`src/rtl/mem_req_ctrl.sv`:
```
`default_nettype none
// ============================================================================
//  Module   : mem_req_ctrl
//  Purpose  : Memory-stage request controller sitting between the pipeline
//             EX/MEM register and mem_system (cache + four-bank memory).
//             Accepts one load/store at a time, rejects illegal requests
//             without touching memory, issues each legal access as a
//             single-cycle Rd/Wr pulse, waits for Done (bounded by TIMEOUT)
//             and returns a one-cycle response.
//  Ports    :
//    clk, rst                 clock, asynchronous active-high reset
//    req_valid/rd/wr          pipeline request strobe and operation
//    req_addr, req_wdata      byte address and store data
//    req_ready                high in IDLE only
//    stall                    pipeline must hold its MEM stage
//    resp_valid               one-cycle response strobe
//    resp_rdata/hit/err       response payload, held until the next response
//    mem_addr/datain/rd/wr    request side of mem_system
//    mem_dataout/done/stall/
//    mem_cachehit/err         completion side of mem_system
//  Revision : 1.0 - initial release
// ============================================================================
module mem_req_ctrl #(
    parameter int TIMEOUT = 31,
    parameter int CNT_W   = 5
) (
    input  logic        clk,
    input  logic        rst,
    input  logic        req_valid,
    input  logic        req_rd,
    input  logic        req_wr,
    input  logic [15:0] req_addr,
    input  logic [15:0] req_wdata,
    output logic        req_ready,
    output logic        stall,
    output logic        resp_valid,
    output logic [15:0] resp_rdata,
    output logic        resp_hit,
    output logic        resp_err,
    output logic [15:0] mem_addr,
    output logic [15:0] mem_datain,
    output logic        mem_rd,
    output logic        mem_wr,
    input  logic [15:0] mem_dataout,
    input  logic        mem_done,
    input  logic        mem_stall,
    input  logic        mem_cachehit,
    input  logic        mem_err
);

    typedef enum logic [1:0] {
        S_IDLE  = 2'd0,
        S_ISSUE = 2'd1,
        S_WAIT  = 2'd2,
        S_RESP  = 2'd3
    } state_t;

    // Counter value in the last permitted WAIT cycle: WAIT lasts at most
    // TIMEOUT cycles, with the counter running 0 .. TIMEOUT-1.
    localparam logic [CNT_W-1:0] c_TMO_LAST = CNT_W'(TIMEOUT - 1);
    localparam logic [CNT_W-1:0] c_CNT_ONE  = CNT_W'(1);

    state_t           r_state;
    logic             r_op_rd;
    logic             r_op_wr;
    logic             r_err_pend;   // mem_err seen during ISSUE
    logic [CNT_W-1:0] r_cnt;

    logic w_req_act;
    logic w_req_legal;
    logic w_unused;

    // Memory-side stall is informational only; completion is signalled by Done.
    assign w_unused    = mem_stall;

    assign w_req_act   = req_valid & (req_rd | req_wr);
    assign w_req_legal = (req_rd ^ req_wr) & ~req_addr[0];

    assign req_ready   = (r_state == S_IDLE);

    // rst gating keeps stall low while reset is held even if the pipeline
    // presents a request, so every output except req_ready reads 0 in reset.
    assign stall = ~rst & (((r_state == S_IDLE) & w_req_act) |
                           (r_state == S_ISSUE) |
                           (r_state == S_WAIT));

    always_ff @(posedge clk or posedge rst) begin
        if (rst) begin
            r_state    <= S_IDLE;
            r_op_rd    <= 1'b0;
            r_op_wr    <= 1'b0;
            r_err_pend <= 1'b0;
            r_cnt      <= '0;
            mem_addr   <= 16'h0000;
            mem_datain <= 16'h0000;
            mem_rd     <= 1'b0;
            mem_wr     <= 1'b0;
            resp_valid <= 1'b0;
            resp_rdata <= 16'h0000;
            resp_hit   <= 1'b0;
            resp_err   <= 1'b0;
        end else begin
            // Strobes default low; they are raised for exactly one cycle below.
            resp_valid <= 1'b0;
            mem_rd     <= 1'b0;
            mem_wr     <= 1'b0;

            case (r_state)
                S_IDLE: begin
                    if (w_req_act) begin
                        if (w_req_legal) begin
                            r_op_rd    <= req_rd;
                            r_op_wr    <= req_wr;
                            mem_addr   <= req_addr;
                            mem_datain <= req_wdata;
                            // Raised now so the pulse lands in the ISSUE cycle.
                            mem_rd     <= req_rd;
                            mem_wr     <= req_wr;
                            r_state    <= S_ISSUE;
                        end else begin
                            // Illegal: answer with an error, memory untouched.
                            resp_valid <= 1'b1;
                            resp_err   <= 1'b1;
                            resp_hit   <= 1'b0;
                            resp_rdata <= 16'h0000;
                            r_state    <= S_RESP;
                        end
                    end
                end

                S_ISSUE: begin
                    // A Done seen here belongs to an older access; only an
                    // error is kept for reporting.
                    r_cnt      <= '0;
                    r_err_pend <= mem_err;
                    r_state    <= S_WAIT;
                end

                S_WAIT: begin
                    r_cnt <= r_cnt + c_CNT_ONE;
                    if (mem_err | r_err_pend) begin
                        resp_valid <= 1'b1;
                        resp_err   <= 1'b1;
                        resp_hit   <= 1'b0;
                        resp_rdata <= 16'h0000;
                        r_state    <= S_RESP;
                    end else if (mem_done) begin
                        resp_valid <= 1'b1;
                        resp_err   <= 1'b0;
                        resp_hit   <= mem_cachehit;
                        resp_rdata <= r_op_rd ? mem_dataout : 16'h0000;
                        r_state    <= S_RESP;
                    end else if (r_cnt == c_TMO_LAST) begin
                        resp_valid <= 1'b1;
                        resp_err   <= 1'b1;
                        resp_hit   <= 1'b0;
                        resp_rdata <= 16'h0000;
                        r_state    <= S_RESP;
                    end
                end

                S_RESP: begin
                    r_err_pend <= 1'b0;
                    r_op_rd    <= 1'b0;
                    r_op_wr    <= 1'b0;
                    r_state    <= S_IDLE;
                end

                default: begin
                    r_state <= S_IDLE;
                end
            endcase
        end
    end

endmodule
`default_nettype wire
```
`config.mk`:
```
export PLATFORM = sky130hd
export DESIGN_NAME = mem_req_ctrl
export DESIGN_NICKNAME = d
export VERILOG_FILES = /design/src/rtl/mem_req_ctrl.sv
export SDC_FILE = /design/constraint.sdc
export NUM_CORES = 1
export LEC_CHECK = 0
export CAP_MARGIN = 30
export CORE_UTILIZATION = 50
export CTS_CLUSTER_DIAMETER = 150
export CTS_CLUSTER_SIZE = 20
export DETAILED_ROUTE_END_ITERATION = 10
export DONT_BUFFER_PORTS = 1
export GPL_TIMING_DRIVEN = 0
export HOLD_SLACK_MARGIN = 0.12
export PLACE_DENSITY_LB_ADDON = 0.2
export SLEW_MARGIN = 20
export SYNTH_ARGS = -nofsm -noshare
export SYNTH_HDL_FRONTEND = slang
export SYNTH_SLANG_ARGS = --single-unit
```
`constraint.sdc`:
```
create_clock -name clk -period 2.2 [get_ports clk]
set_input_delay 0.44 -clock clk [delete_from_list [all_inputs] [get_ports clk]]
set_output_delay 0.44 -clock clk [all_outputs]
set_load 0.01 [all_outputs]
```
After elaboration in Yosys (flattened, before gate mapping)
Index checks and enable logic that the tools add are counted.
{"block": "totals", "inputBits": 57, "register_bits": 62, "output_inout_bits": 55, "word_cells": 83}
{"block": "op_classes", "n_bitwise": 11, "eq_ne": 8, "mux": 42, "addsub": 1, "reduce_logical": 9}
{"op": "16-bit two-way mux", "n": 6}
{"op": "16-bit one-hot mux with 2 select lines", "n": 1}
{"op": "1-bit two-way mux", "n": 23}
{"op": "2-bit two-way mux", "n": 5}
{"op": "1-bit one-hot mux with 2 select lines", "n": 5}
{"op": "5-bit one-hot mux with 2 select lines", "n": 1}
{"op": "2-bit one-hot mux with 4 select lines", "n": 1}
{"op": "2-bit nonzero test", "n": 4}
{"op": "3-bit AND reduction", "n": 2}
{"op": "5-bit by 1-bit adder with 5-bit output, second input constant", "n": 1}
{"op": "5-bit equality test, second input constant", "n": 1}
{"op": "1-bit bitwise AND", "n": 4}
{"op": "2-bit equality test, second input constant", "n": 2}
{"op": "2-bit by 1-bit inequality test with 1-bit output, second input constant", "n": 2}
{"op": "4-bit by 2-bit inequality test with 1-bit output, second input constant", "n": 1}
{"op": "1-bit bitwise OR", "n": 4}
{"op": "4-bit AND reduction", "n": 1}
{"op": "2-bit by 1-bit equality test with 1-bit output, second input constant", "n": 1}
{"op": "2-bit logical NOT", "n": 1}
{"op": "2-bit inequality test, second input constant", "n": 1}
{"op": "1-bit inverter", "n": 2}
{"op": "2-bit AND reduction", "n": 1}
{"op": "1-bit XOR", "n": 1}

Longest topological paths before layout
{"block": "logic_depth", "ltp_word": 6, "depth_mapped": 7, "ltp_nobuf": 6}

Worst setup path before layout
OpenSTA, ideal clock, no wires.
{"block": "synth_path", "path_type": "reg2reg", "start": "reg r_state[0]", "end": "reg mem_addr[1]", "synth_period_minus_slack_ns": 1.816, "n_path_buf": 2, "setup_ns": 0.125, "required_ns": 2.075, "path_stages_with_launch": 8, "path_slack_ns": 0.384, "arrival_time_ns": 1.691, "cell_sequence": "dfrtp_1 inv_1 ha_1 nand3b_1 nor2b_1 buf_2 buf_6 mux2_2"}
{"block": "synth_via", "elab_chain_len": 2}
{"item": "from (decl)", "line_no": "63", "rtl": "state_t r_state;"}
{"item": "from (signal assigned)", "line_no": "89", "rtl": "r_state <= S_IDLE;"}
{"item": "from (signal assigned)", "line_no": "119", "rtl": "r_state <= S_ISSUE;"}
{"item": "from (signal assigned)", "line_no": "126", "rtl": "r_state <= S_RESP;"}
{"item": "2-bit logical NOT"}
{"item": "named net req_ready", "line_no": "34", "rtl": "output logic req_ready,"}
{"item": "3-bit AND reduction (no source line)"}
{"item": "to (signal assigned)", "line_no": "114", "rtl": "mem_addr <= req_addr;"}
{"item": "to (decl)", "line_no": "40", "rtl": "output logic [15:0] mem_addr,"}
The timed path passes the listed nets, and every way through them passes these cells.
A chain may end at the register's enable or synchronous reset.

Worst setup path after layout
{"block": "layout_path", "start": "reg r_state[0]", "end": "out stall"}
{"block": "layout_via", "elab_chain_len": 5, "elab_cells_between_ends": 7, "classes_between": "2 x eq/ne; 4 x bitwise; 1 x reduce/logical"}
{"item": "2-bit logical NOT", "line_no": "83", "rtl": "assign stall = ~rst & (((r_state == S_IDLE) & w_req_act) |"}
{"item": "1-bit bitwise AND", "line_no": "83"}
{"item": "1-bit bitwise OR", "line_no": "83"}
{"item": "1-bit bitwise OR *", "line_no": "84", "rtl": "(r_state == S_ISSUE) |"}
{"item": "1-bit bitwise AND *", "line_no": "83"}
{"item": "to (decl)", "line_no": "35", "rtl": "output logic stall,"}
Every way passes the cells marked *; elsewhere a longest branch is shown, timed or not.

==> impl_metrics.csv <==
group,metric,value,unit
status,status,"finished, final reports clean",
clocking,cts_resized,1,
clocking,htree_levels,3,
timing,slew_violations,0,
detailed_routing,drt_iter0_markers,52,
clocking,postCtsSetupBuffers,0,
logic_synthesis,synth_edf_count,0,
placement,hpwl,3616,um
logic_synthesis,synth_nets,252,
logic_synthesis,ys_top_cells_by_count,"dfrtp_1 (62), mux2_2 (24), a22o_1 (16)",
grt,antenna_found_initial,0,
power,leakage,1.376,nW
worst_setup_path,cpPeakStageDelay,0.40,ns
placement,place_congestion,0.8245,
placement,port_buffers,0,
grt,grt_max_degree,63,
timing,clock_skew,0.006808,ns
timing,final-setup-viol-count,0,
logic_synthesis,async_flop_share,100.0,%
logic_synthesis,ys_ff_latch,62,
power,pwr-share-clk,28.0,%
worst_setup_path,worstPathArrival,1.62,ns
floorplan,coreArea,0.004848,mm2
timing,tns,0,ns
logic_synthesis,synth.distinct_cells,31,
detailed_routing,dr.pass1.iters,4,
logic_synthesis,synth_top_area_share,60.28,%
power,power_frac_seq,49.1,%
detailed_routing,drc_errors,0,
clocking,cts_buffer_depth,2,
clocking,ctsHoldBuffers,0,
logic_synthesis,synth_area_leaders,"dfrtp_1 (60%), mux2_2 (11%), a22o_1 (5.4%)",
clocking,cts.clk_slew.worst_paths,0.06,ns
floorplan,start_util,53.08,%
logic_synthesis,yosysSeqAreaShare,60.28,%
power,netSwitchingFraction,32.51,%
worst_setup_path,start_kind,"flip-flop",
floorplan,num_rows,25,
grt,grt_util_all_layers,18.54,%
floorplan,die_w,73.75,um
power,p_per_area,1349,mW/mm2
clocking,cts_tree,"built",
worst_setup_path,crit_slowest_cell,"dfrtp_1",
floorplan,die_h,73.75,um
clocking,cts_root_buf,"clkbuf_8",
clocking,cts_buffers,9,
grt,grt_pass1_wl,7265,um
timing,max_freq,0.4861,GHz
floorplan,ios,112,
detailed_routing,avgRoutedWirePerCell,17.92,um
logic_synthesis,synth_area,0.002574,mm2
worst_setup_path,reg2reg_to,"mem_addr[6]",
power,power_frac_comb,22.9,%
worst_hold_path,hold_path_class,"in2async",
worst_setup_path,r2r_start,"r_state[0]",
logic_synthesis,syn_inst,187,
job,cap_violations,0,
grt,grt_pass1_vias,1527,
finish,syn2layout_area_growth,12.11,%
clocking,cts.sinks,62,
detailed_routing,vias,1512,
timing,fin_hold_ws,0.1002,ns
detailed_routing,drt-total-wl,4821,um
timing,worstMarginPinSlew,0.7275,ns
finish,finalNetCount,263,
power,ir_drop,0.6618,mV
clocking,clock_latency,0.32,ns
timing,rsz0062_at_grt,"no",
logic_synthesis,yosys_most_used_dff,"dfrtp_1",
finish,drive_above_1_share,25.25,%
finish,antenna_cells,0,
detailed_routing,viasPerCell,5.621,
power,p_switching,1.266,mW
finish,utilization,59.51,%
detailed_routing,drtAntennaViolNets,0,
logic_synthesis,synth_top_cell_by_area,"dfrtp_1",
timing,finalCritPeriodShare,93.52,%
power,internal_power,2.628,mW
worst_setup_path,ff2ff_path_depth,7,
timing,fin_crit,2.057,ns
worst_setup_path,critical_path.cell_chain,"inv_1 > ha_1 > buf_2 > nor2_1 > a21oi_1",
power,finalPower,3.894,mW
logic_synthesis,yosys_warnings,0,
worst_setup_path,cp-end-kind,"output pin",
floorplan,dieArea,0.005438,mm2
worst_setup_path,path_class,"reg2out",
grt,grt.overflow.total,0,
worst_setup_path,critPathMaxFanout,10,
worst_setup_path,r2r_slack,0.21,ns
worst_setup_path,worstPathRequired,1.76,ns
logic_synthesis,avgSynthCellArea,13.76,um2
timing,slew_headroom,51.50,%
logic_synthesis,yosys.cell_count.top_type,"dfrtp_1",
timing,hold_viol,0,
==> per-stage QoR <==
step                worst slack (ns)  instance area, um2  cells
floorplan                     0.2186                2574    187
global placement             -0.2276                2658    254
detailed placement            0.1122                2660    254
CTS                          0.07865                2883    269
global route                 0.01389                2885    269
finish                        0.1426                2885    269
==> cell families (layout without fill, tap and decap cells) <==
| kind of cell | Yosys count | after routing | synth area share, % |
|---|---|---|---|
| mux | 34 | 34 | 14.73 |
| fa+ha+maj | 8 | 8 | 3.889 |
| flops | 62 | 62 | 60.28 |
| simple gates | 31 | 31 | 7.147 |
| compound gates | 33 | 33 | 9.918 |
| buf+inv | 19 | 34 | 4.035 |
==> layout by cell type (no fill, tap or decap), drive strengths merged, types with 5 or more instances in the layout <==
cell,count
nor2,5
mux2,31
ha,8
nand2,5
clkbuf,12
buf,7
dfrtp,62
o21ai,8
inv,11
a22o,16
==> sequential cells by signal (all words and copies together), names as in the netlist <==
| register | count |
|---|---|
| mem_wr | 1 |
| resp_err | 1 |
| resp_rdata | 16 |
| resp_valid | 1 |
| r_state | 2 |
| r_err_pend | 1 |
| mem_datain | 16 |
| mem_addr | 16 |
| r_cnt | 5 |
| resp_hit | 1 |
| r_op_rd | 1 |
| mem_rd | 1 |
==> worst max-delay path: cells and delay by family, from the launching register on <==
kind                       cells  cell delay [ns]
DFF                            1             0.40
buffers and inverters          2             0.36
AOI/OAI and AO/OA              1             0.25
adders and majority gates      1             0.21
and+or+nand+nor                1             0.07
==> cell type report <==
cell class | count | area (um2)
fillers | 381 | 1963
flip-flops and latches | 62 | 1551
multi-input cells | 106 | 920.9
clock buffers | 11 | 151.4
well taps | 67 | 83.83
clock inverters | 4 | 70.07
plain buffers | 8 | 63.81
inverters | 11 | 43.79
==> worst max-delay path by stage <==
stage | slack [ns] | start | cells after the start | endpoint
floorplan | 0.22 | rst | 1 | mem_addr[0]
global placement | -0.23 | rst | 1 | mem_datain[13]
detailed placement | 0.11 | r_state[0] | 7 | mem_addr[6]
CTS | 0.08 | r_state[0] | 4 | stall
global route | 0.01 | r_state[0] | 5 | stall
finish | 0.14 | r_state[0] | 5 | stall
==> power groups by stage <==
stage                     sequential, mW  clock, mW  combinational (mW)
after CTS                           1.92       1.12               0.899
after floorplan                     1.86          0               0.732
after global placement              1.92          0               0.836
final                               1.91       1.09               0.892
after detailed placement            1.94          0               0.890
after global routing                1.96       1.17                1.01
==> routing by layer <==
layer / part of all wire, % / global-route usage, % / vias up / routed length, um
met3: 6.2 / 7.133 / 9 / 299
met5: 0 / 0 / - / 0
met1: 41 / 22.51 / 750 / 1955
li1: - / - / 687 / -
met4: 2.1 / 8.120 / 0 / 100
met2: 51 / 29.36 / 66 / 2465
Power figures use the tool's default switching activity.
